==> config.mk <==
export PLATFORM = sky130hd
export DESIGN_NAME = game_ctrl
export DESIGN_NICKNAME = d
export VERILOG_FILES = /design/src/rtl/game_ctrl.sv
export SDC_FILE = /design/constraint.sdc
export NUM_CORES = 1
export LEC_CHECK = 0
export ABC_AREA = 1
export CORE_MARGIN = 1.5
export CORE_UTILIZATION = 48
export CTS_CLUSTER_DIAMETER = 50
export CTS_CLUSTER_SIZE = 12
export DETAILED_ROUTE_END_ITERATION = 16
export PLACE_DENSITY_LB_ADDON = 0.25
export SYNTH_ARGS = -nofsm -noshare
export SYNTH_HDL_FRONTEND = slang
export SYNTH_SLANG_ARGS = --single-unit
==> constraint.sdc <==
create_clock -name clk -period 4.4 [get_ports clk]
set_clock_uncertainty 0.15 [all_clocks]
set_input_delay 1.1 -clock clk [delete_from_list [all_inputs] [get_ports clk]]
set_output_delay 1.1 -clock clk [all_outputs]
set_load 0.02 [all_outputs]
==> src/rtl/game_ctrl.sv <==
// game_ctrl: flappy-bird game sequencer. Runs the game FSM, drives the bird
// motion enable, schedules fall/lift ticks from one shared divider scaled by
// difficulty level, and tracks score/level from pipe-pass events.
// Optional feature macro: GAME_PAUSE_EN (adds a PAUSE state entered/left by
// a start-button press while playing).
//
// state    | meaning
// ---------|----------------------------------------------------------
// S_IDLE   | waiting for start; score, level and divider held cleared
// S_READY  | countdown before play; collisions and passes ignored
// S_PLAY   | bird active; ticks issued, score/level updated
// S_OVER   | game ended; score and level held for display
// S_PAUSE  | (GAME_PAUSE_EN only) play frozen, divider value kept

module game_ctrl #(
    parameter int unsigned FALL_DIV     = 700000,
    parameter int unsigned LIFT_DIV     = 900000,
    parameter int unsigned CNTDN_CYCLES = 50000000,
    parameter int unsigned LEVEL_STEP   = 5
) (
    input  logic       clk,
    input  logic       rst,
    input  logic       key_start,
    input  logic       key1,
    input  logic       bird_over,
    input  logic       hit,
    input  logic       pass_pulse,
    output logic       is_start,
    output logic       fall_tick,
    output logic       lift_tick,
    output logic [6:0] score,
    output logic [1:0] level,
    output logic [1:0] state,
    output logic       game_over
);

    localparam int unsigned MAX_DIV = (FALL_DIV > LIFT_DIV) ? FALL_DIV : LIFT_DIV;
    localparam int unsigned MAX_AUX = (CNTDN_CYCLES > LEVEL_STEP) ? CNTDN_CYCLES : LEVEL_STEP;
    localparam int unsigned MAX_ALL = (MAX_DIV > MAX_AUX) ? MAX_DIV : MAX_AUX;
    localparam int          CW      = $clog2(MAX_ALL + 1);

    localparam logic [CW-1:0] CNTDN_LOAD = CW'(CNTDN_CYCLES - 1);
    localparam logic [CW-1:0] STEP_LAST  = CW'(LEVEL_STEP - 1);
    localparam logic [6:0]    SCORE_MAX  = 7'd99;

    typedef enum logic [2:0] {
        S_IDLE  = 3'd0,
        S_READY = 3'd1,
        S_PLAY  = 3'd2,
        S_OVER  = 3'd3
`ifdef GAME_PAUSE_EN
        ,S_PAUSE = 3'd4
`endif
    } state_t;

    state_t        state_q, state_nxt;
    logic          key_q, key1_q;
    logic          start_rise;
    logic [CW-1:0] cntdn_q, cntdn_nxt;
    logic [CW-1:0] div_q, div_nxt;
    logic [CW-1:0] step_q, step_nxt;
    logic [6:0]    score_nxt;
    logic [1:0]    level_nxt;
    logic          fall_nxt, lift_nxt;
    logic [1:0]    state_enc_nxt;
    logic [31:0]   div_base, div_shift;
    logic [CW-1:0] limit_m1;

    // key_q resets high so a button held through reset is not a start
    assign start_rise = key_start & ~key_q;

    // Divider terminal value for the current direction and level, never below 1
    always_comb begin
        div_base  = key1 ? LIFT_DIV : FALL_DIV;
        div_shift = div_base >> level;
        if (div_shift <= 32'd1) begin
            limit_m1 = '0;
        end else begin
            limit_m1 = CW'(div_shift - 32'd1);
        end
    end

    // Next-state, counters, scoring and tick generation
    always_comb begin
        state_nxt = state_q;
        cntdn_nxt = cntdn_q;
        div_nxt   = div_q;
        step_nxt  = step_q;
        score_nxt = score;
        level_nxt = level;
        fall_nxt  = 1'b0;
        lift_nxt  = 1'b0;

        case (state_q)
            S_IDLE: begin
                score_nxt = '0;
                level_nxt = '0;
                step_nxt  = '0;
                div_nxt   = '0;
                if (start_rise) begin
                    state_nxt = S_READY;
                    cntdn_nxt = CNTDN_LOAD;
                end
            end
            S_READY: begin
                div_nxt = '0;
                if (cntdn_q == '0) begin
                    state_nxt = S_PLAY;
                end else begin
                    cntdn_nxt = cntdn_q - CW'(1);
                end
            end
            S_PLAY: begin
                if (hit | bird_over) begin
                    state_nxt = S_OVER;
`ifdef GAME_PAUSE_EN
                end else if (start_rise) begin
                    state_nxt = S_PAUSE;
`endif
                end else begin
                    // a direction change restarts the interval without a tick
                    if (key1 != key1_q) begin
                        div_nxt = '0;
                    end else if (div_q >= limit_m1) begin
                        // >= also covers a level-up that shrank the limit below div_q
                        div_nxt  = '0;
                        lift_nxt = key1;
                        fall_nxt = ~key1;
                    end else begin
                        div_nxt = div_q + CW'(1);
                    end
                    if (pass_pulse && (score != SCORE_MAX)) begin
                        score_nxt = score + 7'd1;
                        if (step_q == STEP_LAST) begin
                            step_nxt = '0;
                            if (level != 2'd3) begin
                                level_nxt = level + 2'd1;
                            end
                        end else begin
                            step_nxt = step_q + CW'(1);
                        end
                    end
                end
            end
            S_OVER: begin
                if (start_rise) begin
                    state_nxt = S_READY;
                    cntdn_nxt = CNTDN_LOAD;
                    score_nxt = '0;
                    level_nxt = '0;
                    step_nxt  = '0;
                    div_nxt   = '0;
                end
            end
`ifdef GAME_PAUSE_EN
            S_PAUSE: begin
                if (start_rise) begin
                    state_nxt = S_PLAY;
                end
            end
`endif
            default: begin
                state_nxt = S_IDLE;
            end
        endcase

        case (state_nxt)
            S_IDLE:  state_enc_nxt = 2'd0;
            S_READY: state_enc_nxt = 2'd1;
            S_PLAY:  state_enc_nxt = 2'd2;
            default: state_enc_nxt = 2'd3;
        endcase
    end

    // FSM state register
    always_ff @(posedge clk) begin
        if (rst) begin
            state_q <= S_IDLE;
        end else begin
            state_q <= state_nxt;
        end
    end

    // Counters, input history and registered outputs
    always_ff @(posedge clk) begin
        if (rst) begin
            key_q     <= 1'b1;
            key1_q    <= 1'b0;
            cntdn_q   <= '0;
            div_q     <= '0;
            step_q    <= '0;
            score     <= '0;
            level     <= '0;
            fall_tick <= 1'b0;
            lift_tick <= 1'b0;
            is_start  <= 1'b0;
            game_over <= 1'b0;
            state     <= 2'd0;
        end else begin
            key_q     <= key_start;
            key1_q    <= key1;
            cntdn_q   <= cntdn_nxt;
            div_q     <= div_nxt;
            step_q    <= step_nxt;
            score     <= score_nxt;
            level     <= level_nxt;
            fall_tick <= fall_nxt;
            lift_tick <= lift_nxt;
            is_start  <= (state_nxt == S_PLAY);
            game_over <= (state_nxt == S_OVER);
            state     <= state_enc_nxt;
        end
    end

endmodule

==> results of run 1 <==
kinds of logic after synthesis:
family / after synthesis
compound gates: 112
xor+xnor: 27
fa+ha+maj: 34
buf+inv: 142
flops: 98
other cells: 1
simple gates: 647
final timing paths:
kind	from	endpoint	slack, ns	cells after the start
min reg2reg	div_q[22]	div_q[22]	0.29	2
max	key1	div_q[10]	0.44	23
max reg2reg	level[0]	div_q[10]	0.92	22
min	div_q[22]	div_q[22]	0.29	2
layer usage:
layer,routed length (um),global-route usage [%]
met1,7870,32.1
met2,6780,34.7
met3,570,3.44
met4,114,5.66
met5,0,0
flip-flops by register name, summed over array words and instances, names as in the netlist, 2 cells and up:
signal   cells
state        2
div_q       26
state_q      3
step_q      26
score        7
level        2
cntdn_q     26
area by class of cell:
type | count | area (sq um) | area share (%)
clock buffer | 12 | 256 | 3.53
clock inverter | 4 | 56.3 | 0.775
inverter | 115 | 432 | 5.94
multi-input combinational | 821 | 4060 | 55.8
sequential | 98 | 1960 | 27.0
tap | 176 | 220 | 3.03
timing repair buffer | 31 | 280 | 3.86
synth_stat cells, types with 4 or more instances:
| library cell | count | area [sq um] |
|---|---|---|
| nand2_1 | 300 | 1130 |
| nor2_1 | 175 | 657 |
| inv_1 | 108 | 405 |
| dfxtp_1 | 98 | 1960 |
| nand3_1 | 76 | 380 |
| a21oi_1 | 68 | 340 |
| nand4_1 | 47 | 294 |
| ha_1 | 34 | 425 |
| o21ai_0 | 23 | 115 |
| xor2_1 | 21 | 184 |
| nor3_1 | 16 | 80.1 |
| clkbuf_1 | 11 | 41.3 |
| buf_2 | 10 | 50.1 |
| or2_2 | 8 | 50.1 |
| inv_2 | 7 | 26.3 |
| nor2_2 | 7 | 43.8 |
| xnor2_1 | 6 | 52.6 |
| nand2_2 | 5 | 31.3 |
| o21ai_1 | 5 | 25.0 |
| nor2_4 | 4 | 45.0 |
power groups by stage:
stage / logic [mW] / clock network, mW / registers, mW
2_1_floorplan: 0.349 / 0 / 0.945
3_3_place_gp: 0.432 / 0 / 0.950
3_5_place_dp: 0.437 / 0 / 0.950
4_1_cts: 0.440 / 0.852 / 0.929
5_1_grt: 0.505 / 0.878 / 0.932
6_report: 0.440 / 0.828 / 0.930
critical path: stages:
cell,delay [ns]
clkdlybuf4s50_1,0.47
inv_1,0.06
ha_1,0.30
inv_1,0.07
o21ai_1,0.24
inv_1,0.11
nor2_1,0.14
o21ai_0,0.09
nand2_1,0.08
nand3_1,0.09
nand2_1,0.07
nand2_1,0.05
ha_1,0.27
nand2_1,0.06
inv_1,0.05
a21oi_1,0.14
nor2_1,0.06
nor2_1,0.14
buf_4,0.21
nand3b_1,0.11
nand2_1,0.07
nand2_1,0.05
nor2_1,0.08
through the flow:
step / hold slack [ns] / utilization [%]
final: 0.289 / 54.4
after global routing: 0.315 / 54.4
after CTS: 0.290 / 54.4
after detailed placement: 0.278 / 52.1
after global placement: 0.276 / 52.1
after floorplan: 0.268 / -
==> results.md, run 1 <==
* GPL Wtd Cong at 0.892
* Post-DP HPWL at approximately 11 mm
* Final-report hold violation count at 0
* CP startpoint kind: primary input
* Row count at 42
* NetSw at 0.659 mW
* TritonCTS clock tree: yes
* Die ar. at between 0.01 and 0.015 sq mm
* Wire length per cell at around 12 um
* Total congestion overflow at 0
* First-pass GRT wire length at 26.4 mm
* Post-synth EDFFs at 0
* Die width at between 100 and 150 um
* Synth Area in Adders at around 6.4%
* Post-CTS Setup Bufs at 0
* CP Max Fanout at 11
* Syn_nets at 1102
* Critical path type: in -> reg
* Seq/Total Area, Yosys at between 20% and 30%
* Pre-CTS setup slack at between 0.07 and 0.08 ns
* Minimum clock period at between 3 and 4 ns
* MaxCap Viol Count at 0
* Switching Share at a little under a third
* Yosys warns at 0
* Worst Hold Class: reg -> reg
* Fin nets at roughly 1100
* Synth Area per Inst at 6.22 sq um
* Initial antenna violation count at 0
* Core ar. at between 0.01 and 0.015 sq mm
* CTS resizes at 0
* IO Port Bufs at 21
* Layout cells sized above 1 at between 5 and 6%
* Hold buffer count at CTS at 0
* Max-slew violations at 0
* Clock Tree Buf Depth at 2
* Die H at 120 um
* Final WS setup at roughly 0.44 ns
* Sink Count at 98
* Compound-Gate Fraction of Synth Area at 9.26%
* CP endpoint kind: register
* Clk pwr share at 37.7%
* Sequential power share at between 40% and 50%
* Final setup fails at 0
* Simple-Gate Fraction of Synth Area at 42.1%
* Clock root buffer: clkbuf_16
* Antenna Nets Post-Route at 0
* Filler instances at between 1000 and 1500
* Most common cell after layout, fill and taps aside: nand2_1
* Largest net degree at the start of global routing at 55
* Sum Neg Setup Slack at 0 ns
* Slew Limit Headroom at between 50% and 60%
* P_leak at between 3 and 4 nW
* Layout area overhead at 10.1%
* FFs w/ async S/R, synth at 0%
* Int Power at roughly 1.5 mW
* RSZ-0062 raised after global routing: no
* DP Area at 0.00695 sq mm
* Yosys cell types at 39
* DRC violations left at 0
* # IOs at 22
* Status: complete, no violations
* Total track usage at between 20 and 25%
* Main combinational cell family by area after synthesis: simple AND/OR/NAND/NOR gates
* Gate count of the mapped netlist at between 1000 and 1500
* Fmax at around 0.25 GHz
* Top_reg_cell synth: dfxtp_1
* Vias in the first global route at around 5600
* Initial DRC count at 410
* Worst-Margin Slew at 0.678 ns
* Vias post-DR at 6451
* Detailed Route WL at around 15 mm
* Proportion of synthesized area in mux cells at 0%
* TritonRoute pass-1 iters at 4
* Initial Util at 49.4%
* WP data required at 4.53 ns
* Number of synthesized register bits at 98
* # H-tree levels at 3
* Syn Std Cell Area at around 0.0066 sq mm
* Overall Power at between 2 and 2.5 mW
* Final period util at between 80% and 90%
* Post-route cell area at slightly above 0.007 sq mm
* ANT cells at 0
* Commonest cells after routing, fill and taps aside: nand2_1 (300), nor2_1 (175), inv_1 (108)
* Clk_lat worst skew at 0.35 ns
* PD cells at between 300 and 400 mW/mm^2
* Post-Place Cells at between 1000 and 1500
* Clock transition at path regs at 0.07 ns
* Finished Layout Cells at roughly 1300
* Vias per cell at 5.13
* Xor/xnor share of the synthesized area at about 3.6%
* CTS buffer count at 9
* Peak supply drop at approximately 0.18 mV
* Combinational Power Share at about 20%
* Data arrival, critical path at around 4.1 ns
Power figures use the tool's default switching activity.
==> run 2, diff against run 1 <==
--- a/config.mk
+++ b/config.mk
@@ -6,6 +6,7 @@
 export NUM_CORES = 1
 export LEC_CHECK = 0
 export ABC_AREA = 1
+export CAP_MARGIN = 20
 export CORE_MARGIN = 1.5
 export CORE_UTILIZATION = 48
 export CTS_CLUSTER_DIAMETER = 50
==> results of run 2 <==
The final DEF is identical to that of run 1; final timing and power are the same.
